--- config.mk ---
export PLATFORM = sky130hd
export DESIGN_NAME = display_scan_controller
export DESIGN_NICKNAME = d
export VERILOG_FILES = /design/src/rtl/display_scan_controller.sv
export SDC_FILE = /design/constraint.sdc
export NUM_CORES = 1
export LEC_CHECK = 0
export BUFFER_PORTS_ARGS = -buffer_cell sky130_fd_sc_hd__buf_2
export CORE_ASPECT_RATIO = 1.75
export CORE_MARGIN = 8
export CORE_UTILIZATION = 55
export DETAILED_ROUTE_END_ITERATION = 12
export HOLD_SLACK_MARGIN = 0.08
export PLACE_DENSITY = 0.9
export SLEW_MARGIN = 30
export SYNTH_ARGS = -nofsm -noshare
export SYNTH_HDL_FRONTEND = slang
export SYNTH_SLANG_ARGS = --single-unit
export TNS_END_PERCENT = 100
--- constraint.sdc ---
create_clock -name clk -period 2.9 [get_ports clk]
set_input_delay 0.58 -clock clk [delete_from_list [all_inputs] [get_ports clk]]
set_output_delay 0.58 -clock clk [all_outputs]
set_load 0.02 [all_outputs]
--- src/rtl/display_scan_controller.sv ---
// Time-multiplexed scan driver for a 4-digit seven-segment display.
// Commits new display values only at frame boundaries; blanks between digits.
module display_scan_controller #(
  parameter int REFRESH_DIV  = 50000,
  parameter int BLANK_CYCLES = 500
) (
  input  logic        clk,
  input  logic        reset,
  input  logic [15:0] data_in,
  input  logic        load,
  input  logic        lz_blank,
  input  logic [3:0]  digit_enable,
  output logic [1:0]  selection,
  output logic [15:0] displayInfo,
  output logic [3:0]  anode,
  output logic        load_ack,
  output logic        frame_done
);

  localparam int CW = $clog2(REFRESH_DIV);
  localparam logic [CW-1:0] CNT_LAST   = CW'(REFRESH_DIV - 1);
  localparam logic [CW-1:0] BLANK_LAST = CW'(BLANK_CYCLES - 1);

  typedef enum logic {
    BLANK,
    DRIVE
  } phase_t;

  phase_t         state, state_d;
  logic [CW-1:0]  cnt;
  logic [15:0]    pending;
  logic           pend_valid;
  logic           slot_end;
  logic           frame_end;
  logic [3:0]     suppress;
  logic [3:0]     anode_d;

  assign slot_end  = (cnt == CNT_LAST);
  assign frame_end = slot_end && (selection == 2'd3);

  // NOTE: every signal written in always_comb gets a default first, so no path can infer a latch.
  always_comb begin
    state_d = state;
    case (state)
      BLANK:   if (cnt == BLANK_LAST) state_d = DRIVE;
      DRIVE:   if (slot_end)          state_d = BLANK;
      default: state_d = BLANK;
    endcase
  end

  // A digit is suppressed when it and every more significant nibble are zero.
  always_comb begin
    suppress    = 4'b0000;
    suppress[3] = lz_blank && (displayInfo[15:12] == 4'h0);
    suppress[2] = suppress[3] && (displayInfo[11:8] == 4'h0);
    suppress[1] = suppress[2] && (displayInfo[7:4] == 4'h0);
  end

  // Computed from the next phase so the registered anode lines up with the FSM state.
  // Selection and displayInfo only change when entering BLANK, so their current values suffice.
  always_comb begin
    anode_d = 4'b1111;
    if (state_d == DRIVE && digit_enable[selection] && !suppress[selection])
      anode_d[selection] = 1'b0;
  end

  // NOTE: sequential state uses non-blocking assignments so every register samples pre-edge values.
  always_ff @(posedge clk) begin
    if (reset) begin
      cnt         <= '0;
      selection   <= 2'd0;
      state       <= BLANK;
      anode       <= 4'b1111;
      displayInfo <= 16'h0000;
      pending     <= 16'h0000;
      pend_valid  <= 1'b0;
      load_ack    <= 1'b0;
      frame_done  <= 1'b0;
    end else begin
      cnt        <= slot_end ? '0 : cnt + CW'(1);
      state      <= state_d;
      anode      <= anode_d;
      load_ack   <= 1'b0;
      frame_done <= frame_end;
      if (slot_end)
        selection <= selection + 2'd1;

      if (frame_end) begin
        // A load in the boundary cycle bypasses pending and is committed directly.
        if (load || pend_valid) begin
          displayInfo <= load ? data_in : pending;
          load_ack    <= 1'b1;
        end
        pend_valid <= 1'b0;
      end else if (load) begin
        pending    <= data_in;
        pend_valid <= 1'b1;
      end
    end
  end

endmodule

Word level (Yosys, flattened, before mapping)
Cells that the tools add are included.
Cells by class
  $add $sub $neg: 2
  $lt $le $gt $ge: 2
  equality and inequality tests: 3
  mux-type cells: 11
  bitwise operators: 4
  reduce and logical (&&, ||, !) cells: 17
Operators by type and width (number)
  $add 16x1->16 const B: 1
  $eq 16x16->1 const B: 1
  $eq 16x9->1 const B: 1
  $mux 16: 1
  $logic_not 4->1: 3
  $reduce_or 2->1: 4
  $logic_and 1x1->1: 7
  $mux 1: 6
  $bmux 1 s2: 2
  $not 4->4: 1
  $lt 2x3->1 const B: 1
  $not 1->1: 3
  $add 2x1->2 const B: 1
  $demux 1 s2: 1
  $eq 2x2->1 const B: 1
  $ge 2x1->1 const B: 1
  $pmux 1 s2: 1
  $reduce_and 2->1: 1
  $logic_not 1->1: 1
  $logic_or 1x1->1: 1
Storage, ports and cells
  register bits: 58
  input port bits: 24
  output and inout bits: 24
  word-level logic and storage cells: 48

Logic depth before layout (Yosys ltp)
  depth in word-level cells: 10
  gate-level depth with buffers: 7
  depth with buffers taken out: 5

Worst setup path after synthesis
No wires, ideal clock.
  path kind: register to register
  from: reg cnt[10]
  to: reg displayInfo[4]
  setup time: 0.132 ns
  arrival: 1.879 ns
  data required time: 2.768 ns
  setup slack: 0.889 ns
  cell stages (with the launch flop): 7
  path buffers: 2
  period minus slack after synthesis: 2.011 ns
  path through: dfxtp_1 -> or4_4 -> or4_4 -> buf_6 -> clkbuf_1 -> o21ai_0 -> a21oi_1
Between the ends
  longest elaborated chain between the ends: 3
Ends and longest elaborated chain
  start, declared: line 30  | logic [CW-1:0] cnt;
  start signal, assigned: line 80  | cnt <= slot_end ? '0 : cnt + CW'(1);
  $eq 16x16->1: line 38  | assign slot_end = (cnt == CNT_LAST);
  $logic_and 1x1->1: line 39  | assign frame_end = slot_end && (selection == 2'd3);
  $reduce_and 2->1 (no source line)
  end signal, assigned: line 91  | displayInfo <= load ? data_in : pending;
  end, declared: line 14  | output logic [15:0] displayInfo,
No other way between the ends.
A chain may end at the register's enable or synchronous reset.

Worst setup path after layout
  from: reg cnt[10]
  to: reg pending[4]
Between the ends
  longest elaborated chain between the ends: 2
Ends and longest elaborated chain
  $eq 16x16->1: line 38
  $logic_and 1x1->1: line 39
  end signal, assigned: line 96  | pending <= data_in;
  end, declared: line 31  | logic [15:0] pending;
No other way between the ends.

==> key figures <==
Run status
  • Status: finished clean

Finish
  • Nets: 359
  • Diode count: 0
  • Fill count: about 380
  • Sequential cell area: 1160 um2
  • Area delta synth->final: 16.4%
  • Design area: slightly above 3000 um2
  • Multi-input gate area: 1360 um2
  • Proportion of layout cells with a drive suffix above 1: 0.297
  • Post-route insts no fill: 385
  • Core occupancy in the finished layout: 0.658

STA
  • Final setup violation count: 0
  • Max_slew headroom: 0.585
  • Fin Setup TNS: 0 ns
  • Worst Skew: slightly above 0.01 ns
  • Final hold violations: 0
  • Final Worst Setup Slack: between 0.6 and 0.7 ns
  • Tcrit/Tclk final: 0.761
  • Unrepaired setup endpoints after global routing: false
  • Peak Freq: 0.453 GHz
  • Fin. max-slew vios: 0
  • Min Tclk post-route: between 2 and 2.5 ns
  • Worst-Margin Slew: 0.621 ns

Die
  • Die width: 68.4 um
  • Die area: 7360 um2
  • Io pins: 48
  • Core ar.: 4670 um2
  • Initial core utilization: 0.566
  • Chip Height: 108 um
  • # rows: 33

GRT
  • Gr busiest metal: met2
  • Initial antenna violation count: 0
  • GRT met3 Usage: 0.0459
  • Met1 usage: 0.169
  • Pin count of the biggest net entering global routing: 37
  • Grt ovf: 0
  • Vias in the first global route: 2277
  • M2 GR Usage: 0.318
  • GRT Util Overall: 0.175
  • Global-route wire length before repair: around 10000 um

Yosys
  • Gate Count Post-Synth: just under 300
  • Top cell type's share of synthesized area: 0.440
  • Synth top area cells: dfxtp_1 (44%), mux2_2 (6.8%), nand4_1 (6.2%)
  • Post-synth EDFFs: 0
  • Primary FF master, synth: dfxtp_1
  • Total of warnings raised by yosys: 0
  • Synth unique cells: 37
  • Cell taking the most area after synthesis: dfxtp_1
  • Mapped Area: ~2600 um2
  • Seq/Total Area, Yosys: 0.440
  • Syn avg cell area: between 9 and 10 um2
  • Post-synth top cells: dfxtp_1 (58), nand4_1 (26), o21ai_0 (24)
  • Mapped Nets: 318
  • Register bit total from synthesis: 58
  • Async S/R FF share, synth: 0
  • Count leader, synth: dfxtp_1

CTS
  • Root Buffer: clkbuf_8
  • Clk_lat worst skew: 0.33 ns
  • Clock-pin slew on the worst setup and hold paths: 0.07 ns
  • CTS Buf Count: 9
  • CTS tree: yes
  • Postcts setup bufs: 0
  • CTS H-tree lvls: 3
  • PostCTS Resize Cnt: 0
  • Maximum root-to-sink buffer count: 2
  • Hold-fix buffers, CTS: 0
  • # clock sinks: 58

Worst setup path
  • RR Startpoint: cnt[10]
  • Crit path kind: reg2reg
  • Setup crit end kind: flip-flop
  • R2R cell count: 4
  • R2R Setup Slk: slightly below 0.7 ns
  • Slowest cell on the critical path: or4_4
  • CP dominant cell by count: or4_4
  • Critical Path RT: around 3.2 ns
  • Startpoint Class: flip-flop
  • Reg-to-reg endpoint: pending[4]
  • Max FO, Critical Path: 36
  • CP max stage delay: between 0.6 and 0.7 ns
  • Critical path arrival: 2.46 ns
  • Sequence of cells on the critical path: or4_4 -> or4_4 -> and2_4 -> o21ai_0

Min path
  • Worst Hold End: pending[8]
  • Hold Crit Class: reg2reg
  • Hold path cells: 2
  • Hold Path Origin: pending[8]

Power and ir drop
  • Pwr/cell area: 538 nW/um2
  • VDD IR-drop max: 471 uV
  • Leak pwr: around 1.2 nW

Place
  • Placed insts: 371
  • Pre-CTS setup slack: 0.693 ns
  • Gpl congestion: 0.817
  • Hpwl dp: 4390 um
  • Placed inst area: between 2000 and 3000 um2
  • Port buffer count: 47

Route
  • Vias: 2341
  • Routed Antenna Nets: 0
  • Vias per cell: 6.08
  • Initial DRC count: 300
  • Detailed Route WL: 6120 um
  • DRT Pass-1 Iters: 5
  • DRC: 0
  • WL/cell: 15.9 um

Run
  • Maxcap violations: 0
-- registers in the layout, indices dropped and copies added, names as in the netlist --
| signal | cells |
|---|---|
| pending | 16 |
| load_ack | 1 |
| state | 1 |
| displayInfo | 16 |
| anode | 4 |
| selection | 2 |
| frame_done | 1 |
| pend_valid | 1 |
| cnt | 16 |
-- cell usage in the layout (no fill, tap or decap), types with 2 or more instances in the layout --
master    Yosys  routed
nand4b_1      2       2
mux2_2       16      16
o21ai_2      10      10
or4_4         2       2
buf_4         0       5
nor4_1        2       2
a21oi_1      19      19
nand4_1      26      26
xnor2_1       3       3
buf_2         2      47
or3_1         2       2
ha_1          5       5
clkbuf_8      0      11
nand3b_1      2       2
o21ai_0      24      24
nor2b_1       2       2
clkinv_2      0       2
dfxtp_1      58      58
xor2_1       10      10
or4_1         2       2
nor3_1        2       2
inv_1         5       5
nor2_1       18      17
nand2_1      19      19
and2_1        2       2
nand3_1      21      21
and4_1        5       5
-- metrics by stage --
step	hold WS [ns]	total power, W
after floorplan	0.426	0.000911
after global placement	0.437	0.000939
after detailed placement	0.451	0.000945
after CTS	0.461	0.00167
after global routing	0.481	0.00172
final	0.464	0.00165
-- power by group --
part	switching (W)	total [W]	internal, W
Clock	0.000292	0.000723	0.000431
Sequential	0.0000108	0.000825	0.000815
Combinational	0.0000579	0.000104	0.0000460
-- how the worst max path moves through the flow --
stage,end,from,depth (start not counted),slack [ns]
final,pending[4],cnt[10],4,0.69
after CTS,pending[4],cnt[10],4,0.69
after global routing,pending[4],cnt[10],4,0.59
after global placement,pending[0],cnt[10],4,0.75
after floorplan,displayInfo[4],cnt[10],6,0.89
after detailed placement,pending[4],cnt[10],4,0.69
-- final cells by class --
cell class | instances | area share
clock inverters | 3 | 0.0130
multi-input cells | 204 | 0.444
clock buffers | 11 | 0.0493
flip-flops and latches | 58 | 0.378
well taps | 52 | 0.0212
inverters | 5 | 0.00611
repair buffers | 52 | 0.0888
-- cell families (layout without fill, tap and decap cells) --
family,after synthesis,in the layout,synth area share
AO/OA/AOI/OAI,56,56,0.126
XOR/XNOR,13,13,0.0431
adder cells (fa/ha/maj),5,5,0.0237
buffers and inverters,27,71,0.0450
flip-flops,58,58,0.440
multiplexers,18,18,0.0806
AND/OR/NAND/NOR,112,112,0.242
-- worst max-delay path: cells and delay by family (launching register included) --
kind            cells  cell delay (ns)
simple gates        3             1.60
flops               1             0.35
compound gates      1             0.19
-- per-layer routing --
metal,part of all wire,routed length (um)
met1,0.35,2140
met2,0.56,3430
met3,0.069,425
met4,0.021,127
met5,0,0
Power figures use the tool's default switching activity.
